==> config.mk <==
export PLATFORM = sky130hd
export DESIGN_NAME = hex_display_scanner_flat
export DESIGN_NICKNAME = d
export VERILOG_FILES = /design/src/rtl/hex_display_scanner_pkg.sv /design/src/rtl/hex_display_scanner_if.sv /design/src/rtl/hex_display_scanner_seg7.sv /design/src/rtl/hex_display_scanner.sv /design/src/flat_wrapper.sv
export SDC_FILE = /design/constraint.sdc
export NUM_CORES = 1
export LEC_CHECK = 0
export CAP_MARGIN = 10
export CELL_PAD_IN_SITES_DETAIL_PLACEMENT = 1
export CELL_PAD_IN_SITES_GLOBAL_PLACEMENT = 1
export CORE_UTILIZATION = 46
export CTS_BUF_LIST = sky130_fd_sc_hd__clkbuf_16
export DETAILED_ROUTE_END_ITERATION = 6
export PLACE_DENSITY = 0.81
export SYNTH_ARGS = -nofsm -noshare
export SYNTH_HDL_FRONTEND = slang
export SYNTH_SLANG_ARGS = --single-unit
==> constraint.sdc <==
create_clock -name clk -period 3.8 [get_ports clk]
set_clock_uncertainty 0.05 [all_clocks]
set_input_delay 0.76 -clock clk [delete_from_list [all_inputs] [get_ports clk]]
set_output_delay 0.76 -clock clk [all_outputs]
set_load 0.01 [all_outputs]
==> src/rtl/hex_display_scanner_pkg.sv <==
// Shared segment encoding for the hex display path.
// Codes are active-high, {g,f,e,d,c,b,a} with bit 0 = segment a.
package hex_display_pkg;

    localparam logic [6:0] SEG_OFF = 7'h00;

    localparam logic [6:0] SEG_CODE [16] = '{
        7'h3F, 7'h06, 7'h5B, 7'h4F, 7'h66, 7'h6D, 7'h7D, 7'h07,
        7'h7F, 7'h6F, 7'h77, 7'h7C, 7'h39, 7'h5E, 7'h79, 7'h71
    };

    function automatic logic [6:0] seg_encode(input logic [3:0] nibble);
        return SEG_CODE[nibble];
    endfunction

endpackage

==> src/rtl/hex_display_scanner_if.sv <==
// Load/display bundle between the nibble stage, the scanner and the display pins.
interface hex_display_scanner_if #(
    parameter int NUM_DIGITS = 4
);
    logic                      load;
    logic [4*NUM_DIGITS-1:0]   hex_in;
    logic [NUM_DIGITS-1:0]     dp_in;
    logic                      blank_lz;
    logic [6:0]                seg;
    logic                      dp;
    logic [NUM_DIGITS-1:0]     an;
    logic                      update_pending;
    logic                      frame_tick;

    modport master (
        output load, hex_in, dp_in, blank_lz,
        input  seg, dp, an, update_pending, frame_tick
    );

    modport slave (
        input  load, hex_in, dp_in, blank_lz,
        output seg, dp, an, update_pending, frame_tick
    );
endinterface

==> src/rtl/hex_display_scanner_seg7.sv <==
// Combinational nibble to active-high 7-segment decoder.
module hex_to_seg7
    import hex_display_pkg::*;
(
    input  logic [3:0] nibble,
    output logic [6:0] seg
);

    // Table lookup of the segment pattern for one hex digit.
    always_comb begin
        seg = seg_encode(nibble);
    end

endmodule

==> src/rtl/hex_display_scanner.sv <==
// Multiplexed 7-segment scanner with frame-boundary double buffering.
// Outputs are registered and already carry the board polarity.
module hex_display_scanner
    import hex_display_pkg::*;
#(
    parameter int NUM_DIGITS     = 4,
    parameter int REFRESH_DIV    = 1000,
    parameter bit SEG_ACTIVE_LOW = 1'b1,
    parameter bit AN_ACTIVE_LOW  = 1'b1
) (
    input  logic                  clk,
    input  logic                  rst,
    hex_display_scanner_if.slave  bus
);

    localparam int CNT_W = $clog2(REFRESH_DIV);
    localparam int IDX_W = $clog2(NUM_DIGITS);
    localparam logic [CNT_W-1:0] CNT_ZERO = {CNT_W{1'b0}};
    localparam logic [CNT_W-1:0] CNT_LAST = CNT_W'(REFRESH_DIV - 1);
    localparam logic [CNT_W-1:0] CNT_PRE  = CNT_W'(REFRESH_DIV - 2);
    localparam logic [IDX_W-1:0] IDX_ZERO = {IDX_W{1'b0}};
    localparam logic [IDX_W-1:0] IDX_LAST = IDX_W'(NUM_DIGITS - 1);
    localparam logic [6:0]            SEG_IDLE = SEG_OFF ^ {7{SEG_ACTIVE_LOW}};
    localparam logic                  DP_IDLE  = SEG_ACTIVE_LOW;
    localparam logic [NUM_DIGITS-1:0] AN_IDLE  = {NUM_DIGITS{AN_ACTIVE_LOW}};

    logic [CNT_W-1:0]        cnt_r;
    logic [IDX_W-1:0]        idx_r;
    logic [4*NUM_DIGITS-1:0] disp_hex_r;
    logic [NUM_DIGITS-1:0]   disp_dp_r;
    logic                    disp_blz_r;
    logic [4*NUM_DIGITS-1:0] pend_hex_r;
    logic [NUM_DIGITS-1:0]   pend_dp_r;
    logic                    pend_blz_r;
    logic                    update_pending_r;
    logic                    frame_tick_r;
    logic [6:0]              seg_r;
    logic                    dp_r;
    logic [NUM_DIGITS-1:0]   an_r;

    logic                    slot_end_s;
    logic                    commit_s;
    logic [3:0]              nibble_s;
    logic                    upper_zero_s;
    logic                    blank_s;
    logic [NUM_DIGITS-1:0]   onehot_s;
    logic [6:0]              seg_code_s;

    hex_to_seg7 u_dec (
        .nibble (nibble_s),
        .seg    (seg_code_s)
    );

    // Slot/frame boundaries, active nibble and leading-zero test for the scanned digit.
    always_comb begin
        slot_end_s   = (cnt_r == CNT_LAST);
        commit_s     = slot_end_s && (idx_r == IDX_LAST);
        nibble_s     = disp_hex_r[{idx_r, 2'b00} +: 4];
        onehot_s     = {{(NUM_DIGITS-1){1'b0}}, 1'b1} << idx_r;
        upper_zero_s = 1'b1;
        for (int j = 0; j < NUM_DIGITS; j++) begin
            if ((j >= int'(idx_r)) && (disp_hex_r[j*4 +: 4] != 4'h0)) begin
                upper_zero_s = 1'b0;
            end else begin
                upper_zero_s = upper_zero_s;
            end
        end
        blank_s = disp_blz_r && (idx_r != IDX_ZERO) && upper_zero_s;
    end

    // Scan counters, double buffer and frame pulse; a load in the commit cycle bypasses pending.
    always_ff @(posedge clk) begin
        if (rst) begin
            cnt_r            <= CNT_ZERO;
            idx_r            <= IDX_ZERO;
            disp_hex_r       <= {(4*NUM_DIGITS){1'b0}};
            disp_dp_r        <= {NUM_DIGITS{1'b0}};
            disp_blz_r       <= 1'b0;
            pend_hex_r       <= {(4*NUM_DIGITS){1'b0}};
            pend_dp_r        <= {NUM_DIGITS{1'b0}};
            pend_blz_r       <= 1'b0;
            update_pending_r <= 1'b0;
            frame_tick_r     <= 1'b0;
        end else begin
            cnt_r <= slot_end_s ? CNT_ZERO : cnt_r + 1'b1;
            if (slot_end_s) begin
                idx_r <= (idx_r == IDX_LAST) ? IDX_ZERO : idx_r + 1'b1;
            end
            // Registered one cycle ahead so the pulse coincides with the commit cycle.
            frame_tick_r <= (cnt_r == CNT_PRE) && (idx_r == IDX_LAST);
            if (commit_s && bus.load) begin
                disp_hex_r       <= bus.hex_in;
                disp_dp_r        <= bus.dp_in;
                disp_blz_r       <= bus.blank_lz;
                update_pending_r <= 1'b0;
            end else if (commit_s && update_pending_r) begin
                disp_hex_r       <= pend_hex_r;
                disp_dp_r        <= pend_dp_r;
                disp_blz_r       <= pend_blz_r;
                update_pending_r <= 1'b0;
            end else if (bus.load) begin
                pend_hex_r       <= bus.hex_in;
                pend_dp_r        <= bus.dp_in;
                pend_blz_r       <= bus.blank_lz;
                update_pending_r <= 1'b1;
            end
        end
    end

    // Pin registers; the first cycle of each slot keeps every anode off to avoid ghosting.
    always_ff @(posedge clk) begin
        if (rst) begin
            seg_r <= SEG_IDLE;
            dp_r  <= DP_IDLE;
            an_r  <= AN_IDLE;
        end else begin
            seg_r <= (blank_s ? SEG_OFF : seg_code_s) ^ {7{SEG_ACTIVE_LOW}};
            dp_r  <= disp_dp_r[idx_r] ^ SEG_ACTIVE_LOW;
            an_r  <= (cnt_r == CNT_ZERO) ? AN_IDLE : (onehot_s ^ AN_IDLE);
        end
    end

    assign bus.seg            = seg_r;
    assign bus.dp             = dp_r;
    assign bus.an             = an_r;
    assign bus.update_pending = update_pending_r;
    assign bus.frame_tick     = frame_tick_r;

endmodule

==> src/flat_wrapper.sv <==
// flat-port wrapper written by rule: the top's interface ports become plain ports
module hex_display_scanner_flat import hex_display_pkg::*;
#(
    parameter int NUM_DIGITS     = 4,
    parameter int REFRESH_DIV    = 1000,
    parameter bit SEG_ACTIVE_LOW = 1'b1,
    parameter bit AN_ACTIVE_LOW  = 1'b1
)
  (clk, rst, bus_load, bus_hex_in, bus_dp_in, bus_blank_lz, bus_seg, bus_dp, bus_an, bus_update_pending, bus_frame_tick);
  hex_display_scanner_if #(.NUM_DIGITS(NUM_DIGITS)) bus_i ();
  input  logic clk;
  input  logic rst;
  input wire logic [$bits(bus_i.load)-1:0] bus_load;
  input wire logic [$bits(bus_i.hex_in)-1:0] bus_hex_in;
  input wire logic [$bits(bus_i.dp_in)-1:0] bus_dp_in;
  input wire logic [$bits(bus_i.blank_lz)-1:0] bus_blank_lz;
  output wire logic [$bits(bus_i.seg)-1:0] bus_seg;
  output wire logic [$bits(bus_i.dp)-1:0] bus_dp;
  output wire logic [$bits(bus_i.an)-1:0] bus_an;
  output wire logic [$bits(bus_i.update_pending)-1:0] bus_update_pending;
  output wire logic [$bits(bus_i.frame_tick)-1:0] bus_frame_tick;
  assign bus_i.load = bus_load;
  assign bus_i.hex_in = bus_hex_in;
  assign bus_i.dp_in = bus_dp_in;
  assign bus_i.blank_lz = bus_blank_lz;
  assign bus_seg = bus_i.seg;
  assign bus_dp = bus_i.dp;
  assign bus_an = bus_i.an;
  assign bus_update_pending = bus_i.update_pending;
  assign bus_frame_tick = bus_i.frame_tick;
  hex_display_scanner #(.NUM_DIGITS(NUM_DIGITS), .REFRESH_DIV(REFRESH_DIV), .SEG_ACTIVE_LOW(SEG_ACTIVE_LOW), .AN_ACTIVE_LOW(AN_ACTIVE_LOW)) u_core (.clk(clk), .rst(rst), .bus(bus_i));
endmodule
==> results.py, run 1 <==
metrics = {
    "setup_path": {
        "cp_slowest_stage_delay_ns": 0.54,
        "worstSetupStartpointType": "primary input",
        "endpoint_kind": "flop",
        "crit_fanout": 22,
        "cp.depth": 6,
        "cp_top_family": "buffers and inverters",
        "crit_chain": "clkdlybuf4s50_1 -> inv_1 -> nor4_4 -> buf_4 -> nor2_1 -> o32ai_2",
        "critPathKind": "in2reg",
        "critPathArrivalTime_ns": 2.79,
        "crit_required_ns": 3.97,
        "critPathSlowestCell": "clkdlybuf4s50_1",
        "r2r_cells": 8,
        "ff2ff_setup_slack_ns": 1.43,
        "critical_path_buf_inv_count": 3,
    },
    "cells_and_area": {
        "syn_to_final_growth_pct": 20.8,
        "multiInputGateArea_um2": 1720,
        "fillCellCount": 796,
        "drive_above_1_share_pct": 13.3,
        "finish.instance_area_um2": 3990,
        "seqCellArea_um2": 1360,
        "n_antenna_cell": 0,
        "nNetsFinal": 431,
    },
    "global_route": {
        "grt_antenna_before_repair": 0,
        "grt_use_total_pct": 25.7,
        "grt_pass1_vias": 2912,
        "grt_max_degree": 27,
        "grt_first_pass_wirelength_um": 14700,
        "grt-ovfl-total": 0,
    },
    "synth": {
        "syn_inst": 360,
        "syn_nets": 397,
        "synth_area_leaders": "dfxtp_1 41%, o32ai_2 9.8%, nor2_1 6.8%",
        "synth.distinct_cells": 41,
        "ys_ff_latch": 68,
        "ys_warn_count": 0,
        "synth_area_um2": 3300,
        "yosys.area.top_type": "dfxtp_1",
        "yosysSeqAreaShare_pct": 41.2,
        "yosysTopAreaCellShare_pct": 41.2,
        "avgSynthCellArea_um2": 9.18,
    },
    "outcome": {
        "outcome": "finished, final reports clean",
    },
    "clock_tree": {
        "cts_resized": 0,
        "cts_made_buffers": 9,
        "clk_pin_slew_ns": 0.05,
        "cts.root.buffer_cell": "clkbuf_16",
        "htree_num_levels": 3,
        "clk-insertion-delay-late_ns": 0.32,
        "clkSinkCount": 68,
        "clockBufferDepth": 2,
        "postCtsSetupRepairBufs": 0,
        "cts_tree": "done",
        "postCtsHoldBufs": 0,
    },
    "worst_hold_path": {
        "holdPathStages": 2,
        "hp-class": "reg2reg",
    },
    "floorplanning": {
        "pin_count": 38,
        "core_area_um2": 6870,
        "rows": 30,
        "fp.dieArea_um2": 7520,
        "die_height_um": 86.7,
        "fp.dieW_um": 86.7,
        "start_util_pct": 48.1,
    },
    "placed_design": {
        "port_buffers": 37,
        "gp_congestion": 0.771,
        "dpl.hpwl_um": 5700,
        "dpl_cell_area_um2": 3740,
    },
    "pwr": {
        "p_per_area_nw_per_um2": 398,
        "pwr-share-comb_pct": 7.7,
        "intPower_uw": 1220,
        "p_seq_share_pct": 47.0,
        "peakVddDrop_mv": 0.260,
        "pwr-share-clk_pct": 45.3,
        "p_sw_uw": 373,
        "p_sw_share_pct": 23.5,
        "power_leakage_uw": 0.00143,
    },
    "flow_run": {
        "drv_cap": 0,
    },
    "detailed_routing": {
        "drc": 0,
        "antenna_left": 0,
        "first_iter_violations": 132,
        "dr.pass1.iters": 4,
        "via_per_inst": 5.57,
        "wl_per_cell_um": 17.8,
        "vias": 2750,
        "wirelength_um": 8780,
    },
    "sta": {
        "finalCritPeriodShare_pct": 68.9,
        "rsz0062_at_grt": "false",
        "setup_viol": 0,
        "setup_tns_ns": 0,
        "finalCriticalPeriod_ns": 2.62,
        "worst_pin_slew_ns": 0.927,
        "slew_viol_final": 0,
        "clock.fmax_mhz": 382,
        "max-slew-margin-rel_pct": 38.2,
        "timing_hold_violations_final": 0,
    },
}
[per-stage QoR]
stage	power [uW]	worst slack [ns]	utilization, %	hold slack (ns)	std cells
final	1590	1.18	58.1	0.408	494
after global routing	1640	1.04	58.1	0.429	494
after CTS	1600	1.15	58.1	0.411	494
after detailed placement	884	0.937	54.5	0.403	479
after global placement	878	1.01	54.5	0.396	479
after floorplan	825	1.71	-	0.379	360
[placed cells by master (no fill, tap or decap), types with 2 or more instances in the layout]
cell type        netlist  layout
a21oi_1               21      21
buf_4                  2       6
clkbuf_16              0       9
clkdlybuf4s50_1        0      37
clkinv_1               0       2
clkinv_2               0       2
dfxtp_1               68      68
ha_1                  13      13
inv_1                 32      34
mux2_2                 4       4
mux2i_1               10      10
mux4_2                 5       5
nand2_1               54      54
nand3_1                6       6
nand4_1                2       2
nor2_1                60      60
nor3_1                 8       8
nor4_1                 2       2
o221ai_1               3       3
o311ai_0               3       3
o32ai_2               20      20
xnor2_1                8       8
xor2_1                 2       2
[cells in the mapped netlist, drive strengths merged]
| master | number |
|---|---|
| clkbuf | 7 |
| inv | 32 |
| nand3 | 7 |
| nand4 | 3 |
| or3b | 1 |
| buf | 13 |
| o22ai | 1 |
| xnor2 | 8 |
| o221ai | 3 |
| dfxtp | 68 |
| xor2 | 2 |
| nand4b | 1 |
| o211ai | 1 |
| mux4 | 5 |
| nor4b | 1 |
| a21boi | 1 |
| o32ai | 21 |
| mux2 | 4 |
| a31oi | 1 |
| ha | 13 |
| nand2 | 54 |
| nor2 | 60 |
| a21oi | 21 |
| o31a | 1 |
| mux2i | 10 |
| or2 | 1 |
| o41ai | 1 |
| o31ai | 2 |
| o311ai | 3 |
| nor3 | 9 |
| o41a | 1 |
| nor2b | 1 |
| nor4 | 3 |
[layer usage]
layer | wire length [um] | GRT usage [%] | vias up
met5 | 0 | 0 | -
met4 | 136 | 7.27 | 0
met3 | 230 | 5.05 | 17
met2 | 4540 | 46.7 | 55
met1 | 3870 | 30.6 | 1384
li1 | - | - | 1294
[cell type report]
class	count	share of cell area, %
multi-input cells	240	43.2
clock buffers	9	5.64
well taps	96	3.01
repair buffers	43	10.4
clock inverters	6	0.627
inverters	32	3.01
flip-flops and latches	68	34.1
[path summary, 6_finish.rpt]
kind	startpoint	to
worst min register to register	u_core.disp_hex_r[0]	u_core.disp_hex_r[0]
worst max-delay path	bus_load	u_core.disp_hex_r[4]
worst min-delay path	u_core.disp_hex_r[0]	u_core.disp_hex_r[0]
worst max register to register	u_core.idx_r[0]	u_core.bus.seg[3]
[flip-flops by register name, summed over array words and instances, names as in the netlist]
name                       count
u_core.disp_hex_r             16
u_core.pend_hex_r             16
u_core.cnt_r                  10
u_core.bus.seg                 7
u_core.bus.an                  4
u_core.disp_dp_r               4
u_core.pend_dp_r               4
u_core.idx_r                   2
u_core.bus.dp                  1
u_core.bus.frame_tick          1
u_core.bus.update_pending      1
u_core.disp_blz_r              1
u_core.pend_blz_r              1
[power groups by stage]
stage,clock [uW],combinational [uW],sequential (uW)
3_3_place_gp,0,117,760
6_report,719,123,746
5_1_grt,757,136,748
2_1_floorplan,0,65.1,760
3_5_place_dp,0,122,761
4_1_cts,725,125,746
[worst register-to-register path: cells and delay by family (launching register included)]
family	cells	cell delay, ns
adder cells (fa/ha/maj)	1	0.29
flip-flops	1	0.46
multiplexers	3	0.93
buffers and inverters	3	0.52
AND/OR/NAND/NOR	1	0.07
[cell families (layout without fill, tap and decap cells)]
logic type | after synthesis | after routing | share of synthesized area (%)
flip-flops | 68 | 68 | 41.2
adder cells (fa/ha/maj) | 13 | 13 | 4.92
multiplexers | 19 | 19 | 7.80
XOR/XNOR | 10 | 10 | 2.65
AO/OA/AOI/OAI | 57 | 57 | 17.3
AND/OR/NAND/NOR | 141 | 141 | 19.1
buffers and inverters | 52 | 90 | 7.08
(Power assumes the default switching activity.)
==> run 2, diff against run 1 <==
--- a/config.mk
+++ b/config.mk
@@ -8,10 +8,10 @@
 export CAP_MARGIN = 10
 export CELL_PAD_IN_SITES_DETAIL_PLACEMENT = 1
 export CELL_PAD_IN_SITES_GLOBAL_PLACEMENT = 1
-export CORE_UTILIZATION = 46
+export CORE_UTILIZATION = 43
 export CTS_BUF_LIST = sky130_fd_sc_hd__clkbuf_16
 export DETAILED_ROUTE_END_ITERATION = 6
-export PLACE_DENSITY = 0.81
+export PLACE_DENSITY = 0.77
 export SYNTH_ARGS = -nofsm -noshare
 export SYNTH_HDL_FRONTEND = slang
 export SYNTH_SLANG_ARGS = --single-unit
==> constraint.sdc (replaced) <==
create_clock -name clk -period 2.5 [get_ports clk]
set_clock_uncertainty 0.05 [all_clocks]
set_input_delay 0.5 -clock clk [delete_from_list [all_inputs] [get_ports clk]]
set_output_delay 0.5 -clock clk [all_outputs]
set_load 0.01 [all_outputs]
==> results.py, run 2 (synthesis results as in run 1) <==
metrics = {
    "setup_path": {
        "r2r_cells": 4,
        "critPathArrivalTime_ns": 2.45,
        "worstSetupStartpointType": "flop",
        "endpoint_kind": "flop",
        "crit_required_ns": 2.68,
        "critPathSlowestCell": "or3b_1",
        "crit_chain": "or3b_1 -> nor3_4 -> nand3_4 -> o32ai_1",
        "r2r_start": "u_core.cnt_r[3]",
        "reg2reg_to": "u_core.disp_hex_r[0]",
        "ff2ff_setup_slack_ns": 0.23,
        "startpoint": "u_core.cnt_r[3]",
        "crit_fanout": 21,
        "critPathKind": "reg2reg",
        "cp_slowest_stage_delay_ns": 0.58,
    },
    "worst_hold_path": {
        "hp-class": "reg2reg",
        "whs_endpoint": "u_core.pend_dp_r[1]",
        "holdPathStages": 2,
        "hold_start": "u_core.pend_dp_r[1]",
    },
    "floorplanning": {
        "die_height_um": 89.6,
        "rows": 31,
        "start_util_pct": 45.1,
        "core_area_um2": 7330,
        "fp.dieW_um": 89.6,
        "fp.dieArea_um2": 8040,
        "pin_count": 38,
    },
    "sta": {
        "setup_tns_ns": 0,
        "finalCritPeriodShare_pct": 90.9,
        "slew_viol_final": 0,
        "worst_pin_slew_ns": 0.568,
        "timing_hold_violations_final": 0,
        "rsz0062_at_grt": "false",
        "clock.fmax_mhz": 440,
        "setup_viol": 0,
        "finalCriticalPeriod_ns": 2.27,
        "hold-worst-slack_ns": 0.409,
        "max-slew-margin-rel_pct": 61.1,
    },
    "global_route": {
        "grt_first_pass_wirelength_um": 13800,
        "grt_pass1_vias": 2787,
        "grt_use_total_pct": 23.1,
        "grt-ovfl-total": 0,
        "grt_max_degree": 22,
        "grt_antenna_before_repair": 0,
    },
    "detailed_routing": {
        "dr.pass1.iters": 4,
        "wirelength_um": 8350,
        "first_iter_violations": 90,
        "wl_per_cell_um": 16.6,
        "antenna_left": 0,
        "vias": 2712,
        "via_per_inst": 5.39,
        "drc": 0,
    },
    "clock_tree": {
        "cts_made_buffers": 9,
        "postCtsSetupRepairBufs": 0,
        "clk-insertion-delay-late_ns": 0.33,
        "clockBufferDepth": 2,
        "cts_tree": "done",
        "cts_resized": 0,
        "postCtsHoldBufs": 0,
        "clk_pin_slew_ns": 0.05,
        "htree_num_levels": 3,
        "clkSinkCount": 68,
        "cts.root.buffer_cell": "clkbuf_16",
    },
    "cells_and_area": {
        "n_antenna_cell": 0,
        "mostFrequentLayoutCell": "dfxtp_1",
        "drive_above_1_share_pct": 15.3,
        "syn_to_final_growth_pct": 24.5,
        "reg_top3": "u_core.disp_hex_r: 16 flops, u_core.pend_hex_r: 16 flops, u_core.cnt_r: 10 flops",
        "most-common-layout-cells": "68 x dfxtp_1, 60 x nor2_1, 54 x nand2_1",
        "fin_cells": 503,
        "finish.instance_area_um2": 4110,
        "nNetsFinal": 436,
    },
    "pwr": {
        "p_seq_share_pct": 42.4,
        "pwr-share-clk_pct": 50.4,
        "p_per_area_nw_per_um2": 651,
        "p_sw_uw": 603,
        "p_sw_share_pct": 22.5,
        "pwr-share-comb_pct": 7.2,
        "peakVddDrop_mv": 0.415,
        "power_leakage_uw": 0.00147,
        "intPower_uw": 2070,
    },
    "outcome": {
        "outcome": "finished, final reports clean",
    },
    "placed_design": {
        "dpl_cell_area_um2": 3790,
        "port_buffers": 37,
        "gp_congestion": 0.823,
        "placed_cells": 487,
        "dpl.hpwl_um": 5860,
    },
    "flow_run": {
        "drv_cap": 0,
    },
}
## run 2: cell count changes in the layout (fill, tap and decap cells not counted)
| cell | before | now |
|---|---|---|
| buf_4 | 6 | 10 |
| clkinv_1 | 2 | 1 |
| inv_1 | 34 | 32 |
| buf_12 | 0 | 1 |
| clkinv_2 | 2 | 1 |
| bufinv_16 | 0 | 2 |
| clkinvlp_4 | 0 | 3 |
## run 2: worst max-delay path by stage
| stage | endpoint | slack, ns | cells past startpoint |
|---|---|---|---|
| 2_1_floorplan | u_core.bus.seg[3] | 0.41 | 8 |
| 3_3_place_gp | u_core.disp_hex_r[0] | 0.32 | 5 |
| 3_5_place_dp | u_core.disp_hex_r[0] | 0.21 | 5 |
| 4_1_cts | u_core.disp_hex_r[0] | 0.21 | 4 |
| 5_1_grt | u_core.disp_hex_r[0] | 0.09 | 4 |
| 6_report | u_core.disp_hex_r[0] | 0.23 | 4 |
## run 2: power by group through the flow
| stage | registers, uW | clock network, uW | logic [uW] |
|---|---|---|---|
| after floorplan | 1150 | 0 | 99.0 |
| after global placement | 1160 | 0 | 186 |
| after detailed placement | 1160 | 0 | 193 |
| after CTS | 1130 | 1370 | 195 |
| after global routing | 1140 | 1420 | 212 |
| final | 1130 | 1350 | 192 |
## run 2: through the flow
step                      util [%]  setup WS (ns)  total power, uW
after floorplan                  -          0.409             1250
after CTS                     56.1          0.212             2700
after detailed placement      51.8          0.213             1350
final                         56.1          0.226             2680
after global routing          56.1         0.0922             2770
after global placement        51.8          0.318             1340
## run 2: final cells by class
type,instances,area [um^2]
timing repair buffer,48,465
multi-input combinational,240,1720
tap,99,124
clock inverter,7,91.3
fill,824,3220
sequential,68,1360
clock buffer,9,225
inverter,32,120
## run 2: critical path, delay by kind of cell (launching register included)
family / cells / cell delay [ns]
DFF: 1 / 0.36
AOI/OAI and AO/OA: 1 / 0.39
and+or+nand+nor: 3 / 1.36
## run 2: routing by layer
| layer | routed length, um | vias up | global-route usage (%) | part of all wire [%] |
|---|---|---|---|---|
| li1 | - | 1311 | - | - |
| met1 | 3730 | 1358 | 27.4 | 45 |
| met2 | 4360 | 36 | 41.4 | 52 |
| met3 | 198 | 7 | 6.03 | 2.4 |
| met4 | 69 | 0 | 6.06 | 0.83 |
| met5 | 0 | - | 0 | 0 |
